--- src/rtl/video_timing_gen.sv ---
// video_timing_gen: programmable raster timing generator with frame-boundary shadow config reload
module video_timing_gen #(
    parameter int CW = 12,
    parameter int DEF_HA = 1280,
    parameter int DEF_HF = 110,
    parameter int DEF_HS = 40,
    parameter int DEF_HB = 220,
    parameter int DEF_VA = 720,
    parameter int DEF_VF = 5,
    parameter int DEF_VS = 5,
    parameter int DEF_VB = 20,
    parameter bit DEF_HPOL = 1'b1,
    parameter bit DEF_VPOL = 1'b1,
    parameter bit STOP_MODE = 1'b0
) (
    input  logic          pixel_clk,
    input  logic          rst_n,
    input  logic          enable,
    input  logic [CW-1:0] cfg_h_active,
    input  logic [CW-1:0] cfg_h_fp,
    input  logic [CW-1:0] cfg_h_sync,
    input  logic [CW-1:0] cfg_h_bp,
    input  logic [CW-1:0] cfg_v_active,
    input  logic [CW-1:0] cfg_v_fp,
    input  logic [CW-1:0] cfg_v_sync,
    input  logic [CW-1:0] cfg_v_bp,
    input  logic          cfg_hpol,
    input  logic          cfg_vpol,
    input  logic          cfg_load,
    output logic          cfg_pending,
    output logic          cfg_err,
    output logic [CW-1:0] h_count,
    output logic [CW-1:0] v_count,
    output logic          hsync,
    output logic          vsync,
    output logic          de,
    output logic          line_start,
    output logic          frame_start,
    output logic          running
);
    typedef enum logic [1:0] {IDLE, RUN, DRAIN} state_t;
    typedef struct packed {
        logic [CW-1:0] ha, hf, hs, hb, va, vf, vs, vb;
        logic          hp, vp;
    } cfg_t;

    localparam cfg_t DEF = {CW'(DEF_HA), CW'(DEF_HF), CW'(DEF_HS), CW'(DEF_HB),
                            CW'(DEF_VA), CW'(DEF_VF), CW'(DEF_VS), CW'(DEF_VB),
                            DEF_HPOL, DEF_VPOL};

    function automatic logic [CW+1:0] ext(input logic [CW-1:0] x);
        return {2'b00, x};
    endfunction

    state_t        st, st_n;
    cfg_t          act, shd, cur, inc;
    logic [CW+1:0] in_ht, in_vt;
    logic [CW-1:0] h_last, v_last, h_adv, v_adv, h_n, v_n, hs_beg, vs_beg;
    logic          ok, load_ok, last_h, last_f, apply, run_n, h_in, v_in;

    assign inc = {cfg_h_active, cfg_h_fp, cfg_h_sync, cfg_h_bp,
                  cfg_v_active, cfg_v_fp, cfg_v_sync, cfg_v_bp, cfg_hpol, cfg_vpol};

    // Totals are summed two bits wider so an oversized line or frame is caught, not wrapped
    assign in_ht   = ext(inc.ha) + ext(inc.hf) + ext(inc.hs) + ext(inc.hb);
    assign in_vt   = ext(inc.va) + ext(inc.vf) + ext(inc.vs) + ext(inc.vb);
    assign ok      = (|inc.ha) && (|inc.hs) && (|inc.va) && (|inc.vs) &&
                     ~|in_ht[CW+1:CW] && ~|in_vt[CW+1:CW];
    assign load_ok = cfg_load && ok;

    assign h_last = act.ha + act.hf + act.hs + act.hb - CW'(1);
    assign v_last = act.va + act.vf + act.vs + act.vb - CW'(1);
    assign last_h = h_count == h_last;
    assign last_f = last_h && v_count == v_last;
    assign h_adv  = last_h ? '0 : h_count + CW'(1);
    assign v_adv  = last_h ? (v_count == v_last ? '0 : v_count + CW'(1)) : v_count;

    always_comb begin
        st_n  = IDLE;
        h_n   = '0;
        v_n   = '0;
        apply = 1'b0;
        if (st == IDLE) begin
            st_n  = enable ? RUN : IDLE;
            apply = enable;
        end else if (enable) begin
            st_n  = RUN;
            h_n   = h_adv;
            v_n   = v_adv;
            apply = last_f;
        end else if (STOP_MODE && !last_f) begin
            st_n = DRAIN;
            h_n  = h_adv;
            v_n  = v_adv;
        end
    end

    // Outputs are derived from the next counts and next config so they register in step
    assign cur    = apply ? shd : act;
    assign run_n  = st_n != IDLE;
    assign hs_beg = cur.ha + cur.hf;
    assign vs_beg = cur.va + cur.vf;
    assign h_in   = run_n && h_n >= hs_beg && h_n < hs_beg + cur.hs;
    assign v_in   = run_n && v_n >= vs_beg && v_n < vs_beg + cur.vs;

    always_ff @(posedge pixel_clk or negedge rst_n) begin
        if (!rst_n) begin
            st          <= IDLE;
            h_count     <= '0;
            v_count     <= '0;
            act         <= DEF;
            shd         <= DEF;
            cfg_pending <= 1'b0;
            cfg_err     <= 1'b0;
            hsync       <= ~DEF_HPOL;
            vsync       <= ~DEF_VPOL;
            de          <= 1'b0;
            line_start  <= 1'b0;
            frame_start <= 1'b0;
            running     <= 1'b0;
        end else begin
            st          <= st_n;
            h_count     <= h_n;
            v_count     <= v_n;
            act         <= cur;
            shd         <= load_ok ? inc : shd;
            cfg_pending <= load_ok || (cfg_pending && !apply);
            cfg_err     <= cfg_load && !ok;
            hsync       <= h_in ? cur.hp : ~cur.hp;
            vsync       <= v_in ? cur.vp : ~cur.vp;
            de          <= run_n && h_n < cur.ha && v_n < cur.va;
            line_start  <= run_n && h_n == '0;
            frame_start <= run_n && h_n == '0 && v_n == '0;
            running     <= run_n;
        end
    end
endmodule
--- config.mk ---
export PLATFORM = sky130hd
export DESIGN_NAME = video_timing_gen
export DESIGN_NICKNAME = d
export VERILOG_FILES = /design/src/rtl/video_timing_gen.sv
export SDC_FILE = /design/constraint.sdc
export NUM_CORES = 1
export LEC_CHECK = 0
export BUFFER_PORTS_ARGS = -buffer_cell sky130_fd_sc_hd__buf_4
export CORE_MARGIN = 2
export CORE_UTILIZATION = 55
export DETAILED_ROUTE_END_ITERATION = 10
export GPL_TIMING_DRIVEN = 0
export PLACE_DENSITY = 0.76
export SYNTH_ARGS = -nofsm -noshare
export SYNTH_HDL_FRONTEND = slang
export SYNTH_SLANG_ARGS = --single-unit
--- constraint.sdc ---
create_clock -name pixel_clk -period 10.7 [get_ports pixel_clk]
set_input_delay 2.14 -clock pixel_clk [delete_from_list [all_inputs] [get_ports pixel_clk]]
set_output_delay 2.14 -clock pixel_clk [all_outputs]
set_load 0.03 [all_outputs]
After elaboration in Yosys (flattened, before gate mapping):

Cells that the tools add are included.

* bitwise operators: 2
* eq/ne operators: 2
* multiplexer cells: 13
* magnitude comparators: 6
* add/sub/neg operators: 20
* reduce and logical (&&, ||, !) cells: 32

Operator list (count)
* 12-bit adder: 10
* 98-bit two-way mux: 1
* 12-bit two-way mux: 7
* 12-bit < comparator: 4
* 12-bit OR reduction: 4
* 13-bit by 12-bit adder with 14-bit output: 2
* 14-bit by 12-bit adder with 14-bit output: 2
* 12-bit by 12-bit adder with 13-bit output: 2
* 12-bit by 1-bit adder with 12-bit output (second input constant): 2
* 12-bit == test: 2
* 12-bit >= comparator: 2
* 12-bit logical NOT: 2
* 12-bit by 1-bit subtractor with 12-bit output (second input constant): 2
* 1-bit logical AND: 17
* 1-bit two-way mux: 5
* 1-bit logical NOT: 4
* 2-bit OR reduction: 2
* 2-bit logical NOT: 1
* 1-bit inverter: 2
* 2-bit nonzero test: 1
* 1-bit logical OR: 1

* input port bits: 102
* flip-flop bits (word level): 230

Logic depth before layout (Yosys ltp):

Gate-level depths: netlist of the first run.

* word-level depth: 14
* depth in mapped cells: 47

Worst setup path before layout of the first run:

OpenSTA, ideal clock, no wires.

* path kind: register -> register
* from: register act[51] in the netlist's numbering
* to: register vsync
* setup time: 138 ps
* stages on the path, launching flop included: 44
* slack: 1784 ps
* clock period less this slack: 8916 ps
* required time: 10562 ps
* arrival: 8778 ps
* path buffers: 4
* path through: dfrtp_1 -> inv_1 -> ha_1 -> inv_1 -> fa_1 -> fa_1 -> ha_1 -> inv_1 -> fa_1 -> xor2_1 -> xnor2_1 -> nor4_1 -> nand3_1 -> or4_4 -> buf_6 -> o41a_1 -> nor2_2 -> buf_4 -> [8 not listed] -> nor2_1 -> xnor2_1 -> ha_1 -> inv_1 -> o21bai_1 -> a21oi_1 -> o21bai_1 -> a21o_1 -> a21o_1 -> a21o_1 -> a21oi_1 -> xor2_1 -> ha_1 -> a21o_1 -> a2111o_1 -> a21oi_1 -> mux2i_1 -> o211ai_1

RTL lines
* start: declaration: RTL line 56 `cfg_t act, shd, cur, inc;`
* start signal: assignment: RTL line 125 `act <= cur;`
* end signal: assignment: RTL line 116 `vsync <= ~DEF_VPOL;`
* end signal: assignment: RTL line 130 `vsync <= v_in ? cur.vp : ~cur.vp;`
* end: declaration: RTL line 35 `output logic vsync,`

==> results of run 1 <==
-- timing repair --
action                                  in CTS  in global routing
buffers inserted                             0                  1
resized for setup                            0                 15
endpoints found under the setup margin       0                  2
-- registers in the layout (all words and copies together), names as in the netlist --
| name | count |
|---|---|
| act | 98 |
| shd | 98 |
| h_count | 12 |
| v_count | 12 |
| cfg_err | 1 |
| cfg_pending | 1 |
| de | 1 |
| frame_start | 1 |
| hsync | 1 |
| line_start | 1 |
| running | 1 |
| vsync | 1 |
-- cell families (layout without fill, tap and decap cells) --
group                      count (synthesis)  after routing  share of synthesized area
and+or+nand+nor                          448            448                     0.1217
AOI/OAI and AO/OA                        289            289                     0.1076
adders and majority gates                275            275                     0.2424
DFF                                      228            228                     0.3400
buffers and inverters                    219            400                    0.05006
xor gates and xnor gates                 127            127                    0.06687
muxes                                    109            109                    0.07137
-- tightest hold or removal path: cells and delay by family (launching register included) --
family | cells | cell delay (ns)
AO/OA/AOI/OAI | 1 | 0.06
AND/OR/NAND/NOR | 1 | 0.04
flip-flops | 1 | 0.34
-- placed cells by master (no fill, tap or decap), types with 7 or more instances in the layout --
cell type	Yosys	final
a211oi_1	8	8
a21o_1	37	37
a21oi_1	74	74
a31oi_1	10	10
and3_1	16	16
buf_4	2	135
clkbuf_1	33	31
clkbuf_16	0	25
dfrtp_1	176	176
dfstp_2	52	52
fa_1	90	90
ha_1	184	184
inv_1	176	176
mux2_2	96	96
mux2i_1	13	13
nand2_1	222	222
nand2b_1	12	12
nand3_1	35	35
nand4_1	16	16
nor2_1	68	68
nor2b_1	11	11
nor3_1	15	15
nor4_1	17	17
o211ai_1	7	7
o21a_1	17	17
o21ai_0	86	86
o21bai_1	11	11
xnor2_1	72	72
xor2_1	53	53
-- synthesized netlist by cell type, types with 33 or more instances --
| master | n |
|---|---|
| dfstp_2 | 52 |
| nand2_1 | 222 |
| xor2_1 | 53 |
| xnor2_1 | 72 |
| nor2_1 | 68 |
| nand3_1 | 35 |
| o21ai_0 | 86 |
| a21oi_1 | 74 |
| clkbuf_1 | 33 |
| dfrtp_1 | 176 |
| ha_1 | 184 |
| mux2_2 | 96 |
| fa_1 | 90 |
| a21o_1 | 37 |
| inv_1 | 176 |
-- final timing paths --
kind / start / to / slack [ns] / depth (start not counted)
setup / recovery: act[14] / vsync / 0.51 / 39
hold / removal: shd[3] / act[3] / 0.48 / 2
setup reg to reg: act[14] / vsync / 0.51 / 39
hold reg to reg: shd[3] / act[3] / 0.48 / 2
max in group asynchronous: rst_n / v_count[10] / 7.96 / 2
min in group asynchronous: rst_n / shd[60] / 1.65 / 1
-- layer usage --
metal,share of wire,vias up,wire length [µm],GRT usage
met4,0.032,0,1499,0.09691
met5,0,-,0,0
met3,0.074,79,3444,0.03951
met1,0.46,6512,21210,0.4303
met2,0.44,531,20350,0.4405
li1,-,6104,-,-
-- layout make-up --
type / instances / area share
inverter: 176 / 0.03404
multi-input combinational: 1248 / 0.5334
buffer: 43 / 0.01025
clock buffer: 29 / 0.03353
clock inverter: 17 / 0.01225
sequential: 228 / 0.2974
timing repair buffer: 135 / 0.05364
tap: 396 / 0.02553
-- metrics by stage --
step / util / cells / hold slack, ns / cell area [µm²] / worst slack [ns]
2_1_floorplan: - / 1695 / 0.4331 / 16970 / 1.784
3_3_place_gp: 0.6052 / 2224 / 0.4584 / 18460 / 0.3433
3_5_place_dp: 0.6063 / 2225 / 0.4607 / 18500 / 0.2514
4_1_cts: 0.6355 / 2271 / 0.4732 / 19390 / 0.2138
5_1_grt: 0.6361 / 2272 / 0.5007 / 19410 / 0.006570
6_report: 0.6361 / 2272 / 0.4778 / 19410 / 0.5115
==> impl_metrics.tcl, run 1 <==
set metrics [dict create \
    io_pins 134 \
    setup-violations-final 0 \
    die-area_um2 32280 \
    crit_slowest_cell "dfstp_2" \
    hold_viol 0 \
    regArea_um2 5771 \
    insertion_delay_ns 0.54 \
    drt_iter0_markers 1226 \
    clk_pin_slew_ns 0.06 \
    grt_pass1_vias 13372 \
    start_kind "register" \
    cts_tree "yes" \
    die_w_um 179.7 \
    fmaxAchievable_ghz 0.09815 \
    hold_buffers 0 \
    max_cap_viol_count 1 \
    synth-async-reset-ratio 1.000 \
    dp_hpwl_um 37320 \
    die_y_um 179.7 \
    drc 0 \
    synth_edf_count 0 \
    gr-total-overflow 0 \
    grt_max_degree 122 \
    synthTopCellsByArea "dfrtp_1 (26%), ha_1 (14%), fa_1 (11%)" \
    synth_flop_cell "dfrtp_1" \
    wl_per_cell_um 20.47 \
    required_ns 11.11 \
    crit_buf_inv 5 \
    status "complete, but fails checks" \
    ys_ff_latch 228 \
    area_growth_pct 14.36 \
    gp_congestion 0.9150 \
    row_count 64 \
    worstSetupPathType "reg -> reg" \
    multi_input_area_um2 10350 \
    initial_core_util 0.5562 \
    synth_cell_types 70 \
    layout.nets 2233 \
    setup.worst_path.end_class "register" \
    cp_common_cell "ha_1" \
    rsz0062_at_grt "no" \
    fin_skew_ns 0.008462 \
    setup_tns_ns 0 \
    vias 13226 \
    cts_max_path_buffers 3 \
    slew_violations 2 \
    synth_cells 1695 \
    grt_pass1_wl_um 73780 \
    post-route-period-util 0.9522 \
    cts_sinks 228 \
    arrival_ns 10.60 \
    fin_crit_ns 10.19 \
    critPathMaxFanout 10 \
    slew_headroom -0.03331 \
    violations "max-capacitance violations, max-slew violations" \
    coreArea_um2 30510 \
    drt-total-wl_um 46510 \
    synth_top_area_cell "dfrtp_1" \
    avgSynthCellArea_um2 10.01 \
    cts_buffers 25 \
    max_stage_delay_ns 0.51 \
    syn-cell-area_um2 16970 \
    synth_nets 2071 \
    crit_family "compound AO/OA/AOI/OAI gates" \
    h-tree-depth 1 \
    antenna_found_initial 0 \
    port_buffers 133 \
    via_per_inst 5.821 \
    n_antenna_cell 0 \
    drt_pass1_iterations 6 \
    nFillCells 2412 \
    track_usage 0.2901 \
    ant_nets 0 \
    synth-seq-area-share 0.3400 \
    synth_warnings 0 \
    tightest_slew_ns 1.511 \
    synth_top_area_share 0.2595 \
    worstHoldPathType "reg -> reg" \
    drive_gt1_frac 0.1892 \
    clockRootBuffer "clkbuf_16" \
]
Power of run 1 is not shown: default switching activity piles up to over one toggle a cycle in this logic, so the estimate is an artifact.
==> run 2, diff against run 1 <==
PLACE_DENSITY = 0.79   (was 0.76)
clock period = 8.4 ns   (was 10.7 ns; I/O delays follow)
==> run 2 against run 1 <==
Against the previous run:
- the run ends with negative setup slack left
- wire length increased by 11%
- clock skew rose by 0.014 ns
- setup slack got worse by 1.0 ns
- largest cell class unchanged
- sequential cell count unchanged
- maximum frequency is 14% higher
- clock-buffer cell count fell by 1
- register-to-register slack got worse by 1.0 ns
- first-iteration DRC count barely moved
- non-clock buffer count increased by 86
- global-route usage grew 1.6 points
==> impl_metrics.tcl, run 2 (synthesized netlist as in run 1, its figures left out) <==
set metrics [dict create \
    critPathMaxFanout 10 \
    wl_per_cell_um 21.84 \
    io_pins 134 \
    slew_headroom 0.2911 \
    hold_buffers 0 \
    cp_common_cell "a21o_1" \
    gr-total-overflow 0 \
    cts_sinks 228 \
    fin_crit_ns 8.917 \
    fmaxAchievable_ghz 0.1121 \
    row_count 64 \
    coreArea_um2 30510 \
    die-area_um2 32280 \
    whs_path_depth 2 \
    grt_pass1_vias 14220 \
    ff2ff_path_depth 36 \
    crit_slowest_cell "or4_4" \
    reg2reg_to "vsync" \
    port_buffers 133 \
    hold_viol 0 \
    vias 14114 \
    drc 0 \
    worstHoldPathType "reg -> reg" \
    start_kind "register" \
    violations "negative setup slack" \
    layout.nets 2319 \
    insertion_delay_ns 0.54 \
    cts_max_path_buffers 3 \
    setup-violations-final 2 \
    drive_gt1_frac 0.3041 \
    largestRegisters "act: 98 flops, shd: 98 flops" \
    clockRootBuffer "clkbuf_16" \
    area_growth_pct 24.32 \
    h-tree-depth 1 \
    arrival_ns 9.32 \
    die_y_um 179.7 \
    setup.worst_path.end_class "register" \
    final_common_cell "buf_4" \
    regArea_um2 5771 \
    grt_max_degree 124 \
    hp-start "shd[11]" \
    initial_core_util 0.5562 \
    grt_pass1_wl_um 78070 \
    max_stage_delay_ns 0.60 \
    clk_pin_slew_ns 0.06 \
    max_cap_viol_count 0 \
    worstSetupPathType "reg -> reg" \
    ff2ff_setup_slack_ns -0.52 \
    nFillCells 2064 \
    n_antenna_cell 0 \
    die_w_um 179.7 \
    drt-total-wl_um 51460 \
    cts_buffers 25 \
    required_ns 8.81 \
    post-route-period-util 1.062 \
    worst_slack_ns -0.5175 \
    track_usage 0.3063 \
    tightest_slew_ns 1.061 \
    drt_pass1_iterations 5 \
    slew_violations 0 \
    antenna_found_initial 0 \
    setup_tns_ns -0.8749 \
    via_per_inst 5.991 \
    ant_nets 0 \
    final_cell_mix "buf_4 (219), nand2_1 (208), dfrtp_1 (176), inv_1 (155), ha_1 (155)" \
    fin_skew_ns 0.02202 \
    drt_iter0_markers 1227 \
    gp_congestion 0.9199 \
    rsz0062_at_grt "yes" \
    holdPathEnd "act[11]" \
    reg2reg_from "act[56]" \
    dp_hpwl_um 37900 \
    cts_tree "yes" \
    multi_input_area_um2 11270 \
    status "complete, but fails checks" \
]
run 2: how the worst max path moves through the flow:
stage	start	end	slack, ns	cells past startpoint
after floorplan	act[51]	vsync	0.002	42
after global placement	act[14]	hsync	-1.41	45
after detailed placement	act[14]	vsync	-1.65	40
after CTS	act[52]	vsync	-0.30	38
after global routing	act[67]	vsync	-0.79	40
final	act[56]	vsync	-0.52	36
run 2: repair_timing:
item	in CTS	in global routing
buffers inserted	61	28
cloned	1	0
hold endpoints to repair	0	0
endpoints found under the setup margin	2	2
pin swaps	81	92
gates resized for setup	111	101
run 2: per-stage QoR:
step / hold slack [ns] / std cells / area (µm²) / utilization / setup WS, ns
after floorplan: 0.4320 / 1695 / 17080 / - / 0.001956
after global placement: 0.4531 / 2224 / 18570 / 0.6087 / -1.414
after detailed placement: 0.4680 / 2225 / 18610 / 0.6099 / -1.646
after CTS: 0.4779 / 2329 / 20400 / 0.6688 / -0.3014
after global routing: 0.5134 / 2356 / 21100 / 0.6915 / -0.7900
final: 0.4813 / 2356 / 21100 / 0.6915 / -0.5175
run 2: cell type report:
class | count | area share
buffer | 40 | 0.01554
timing repair buffer | 224 | 0.08202
sequential | 228 | 0.2735
inverter | 176 | 0.03143
clock buffer | 28 | 0.03066
tap | 396 | 0.02348
clock inverter | 16 | 0.009074
multi-input combinational | 1248 | 0.5343
run 2: worst max-delay path, delay by kind of cell, from the launching register on:
family	cells	cell delay (ns)
compound gates	16	3.01
xor+xnor	2	0.50
fa+ha+maj	7	2.46
buf+inv	7	1.02
flops	1	0.54
mux	1	0.22
simple gates	3	1.05
run 2: per-layer routing:
metal / up-vias / track usage / share of wire
li1: 6297 / - / -
met1: 6975 / 0.4300 / 0.42
met2: 691 / 0.4812 / 0.46
met3: 151 / 0.04498 / 0.075
met4: 0 / 0.1223 / 0.049
met5: - / 0 / 0
Power of run 2 is left out for the same reason.
==> run 3, diff against run 2 <==
CTS_BUF_LIST = sky130_fd_sc_hd__clkbuf_16   (was default)
==> run 3 against run 2 <==
Against the previous run:
- the flow still finishes with violations (negative setup slack)
- critical path depth up 6
- die area unchanged
- final cell count about the same
- cell area about the same
- first-iteration DRC count up 5.8%
- via count down 0.18%
- sequential cell count unchanged
==> impl_metrics.tcl, run 3 (synthesized netlist as in run 1, its figures left out) <==
set metrics [dict create \
    grt_max_degree 124 \
    die_w_um 179.7 \
    cts_sinks 228 \
    max_stage_delay_ns 0.57 \
    regArea_um2 5771 \
    critPathMaxFanout 10 \
    final_common_cell "buf_4" \
    largestRegisters "act: 98 flops, shd: 98 flops" \
    row_count 64 \
    insertion_delay_ns 0.55 \
    port_buffers 133 \
    max_cap_viol_count 0 \
    die-area_um2 32280 \
    worstSetupPathType "reg -> reg" \
    n_antenna_cell 0 \
    fmaxAchievable_ghz 0.1118 \
    rsz0062_at_grt "yes" \
    area_growth_pct 24.22 \
    gr-total-overflow 0 \
    post-route-period-util 1.065 \
    fin_skew_ns 0.02756 \
    cts_buffers 25 \
    reg2reg_from "act[51]" \
    crit_family "compound AO/OA/AOI/OAI gates" \
    clockRootBuffer "clkbuf_16" \
    path_depth 42 \
    final_cell_mix "buf_4 (218), nand2_1 (208), dfrtp_1 (176), inv_1 (157), ha_1 (155)" \
    crit_start "act[51]" \
    cp-endpoint "vsync" \
    ant_nets 0 \
    status "complete, but fails checks" \
    nFillCells 2064 \
    ff2ff_path_depth 42 \
    track_usage 0.3055 \
    antenna_found_initial 0 \
    fin_crit_ns 8.942 \
    io_pins 134 \
    slew_violations 0 \
    final_area_um2 21080 \
    start_kind "register" \
    vias 14089 \
    drive_gt1_frac 0.3032 \
    grt_pass1_wl_um 77870 \
    setup_tns_ns -0.8956 \
    via_per_inst 5.983 \
    wl_per_cell_um 21.71 \
    gp_congestion 0.9199 \
    initial_core_util 0.5562 \
    worstHoldPathType "reg -> reg" \
    cts_max_path_buffers 3 \
    dp_hpwl_um 37900 \
    violations "negative setup slack" \
    arrival_ns 9.35 \
    cts_tree "yes" \
    crit_slowest_cell "fa_2" \
    required_ns 8.81 \
    crit_buf_inv 12 \
    reg2reg_to "vsync" \
    hold_buffers 0 \
    worst_slack_ns -0.5424 \
    clk_pin_slew_ns 0.07 \
    drc 0 \
    place_area_um2 18610 \
    drt_pass1_iterations 7 \
    grt_pass1_vias 14178 \
    multi_input_area_um2 11270 \
    drt_iter0_markers 1298 \
    layout.nets 2318 \
    hold_viol 0 \
    tightest_slew_ns 1.064 \
    slew_headroom 0.2886 \
    setup.worst_path.end_class "register" \
    ff2ff_setup_slack_ns -0.54 \
    setup-violations-final 2 \
    drt-total-wl_um 51130 \
    h-tree-depth 1 \
    coreArea_um2 30510 \
    die_y_um 179.7 \
]
-- run 3: cell count changes in the layout (fill, tap and decap cells not counted), sizes merged --
| cell | change |
|---|---|
| buf | -1 |
| clkinv | +1 |
| clkbuf | -3 |
| inv | +2 |
-- run 3: per-stage QoR --
step / setup WS, ns / utilization / hold WS (ns) / instances
final: -0.5424 / 0.6909 / 0.4813 / 2355
after global routing: -0.7933 / 0.6909 / 0.5134 / 2355
after global placement: -1.414 / 0.6087 / 0.4531 / 2224
after detailed placement: -1.646 / 0.6099 / 0.4680 / 2225
after CTS: -0.3014 / 0.6684 / 0.4779 / 2329
after floorplan: 0.001956 / - / 0.4320 / 1695
-- run 3: repair_timing --
item | CTS | global route
pin swaps | 81 | 92
setup endpoints to repair | 2 | 2
cloned | 1 | 0
setup buffers | 61 | 27
gates resized for setup | 111 | 101
-- run 3: area by class of cell --
cell class,instances,share of cell area
sequential,228,0.2737
buffer,40,0.01555
clock inverter,19,0.009615
multi-input combinational,1248,0.5347
inverter,176,0.03146
tap,396,0.02350
clock buffer,25,0.02968
timing repair buffer,223,0.08173
-- run 3: worst reg2reg max path: cells and delay by family (launching register included) --
family | cells | cell delay [ns]
compound gates | 17 | 3.14
fa+ha+maj | 8 | 2.53
buf+inv | 12 | 1.50
simple gates | 3 | 0.93
flops | 1 | 0.34
mux | 1 | 0.23
xor+xnor | 1 | 0.16
-- run 3: how the worst min path moves through the flow --
stage | startpoint | endpoint | slack, ns | cells past startpoint
floorplan | shd[13] | act[13] | 0.43 | 2
global placement | shd[10] | act[10] | 0.45 | 2
detailed placement | shd[11] | act[11] | 0.47 | 2
CTS | shd[50] | act[50] | 0.48 | 2
global route | act[1] | act[1] | 0.51 | 2
finish | shd[11] | act[11] | 0.48 | 2
-- run 3: layer usage --
metal  GRT usage  routed length [µm]  vias up  share of wire
met4      0.1158                2350        0          0.046
met2      0.4806               23090      683           0.45
met1      0.4281               21860     6968           0.43
li1            -                   -     6294              -
met3     0.04882                3821      144          0.075
met5           0                   0        -              0
Power of run 3 is left out for the same reason.
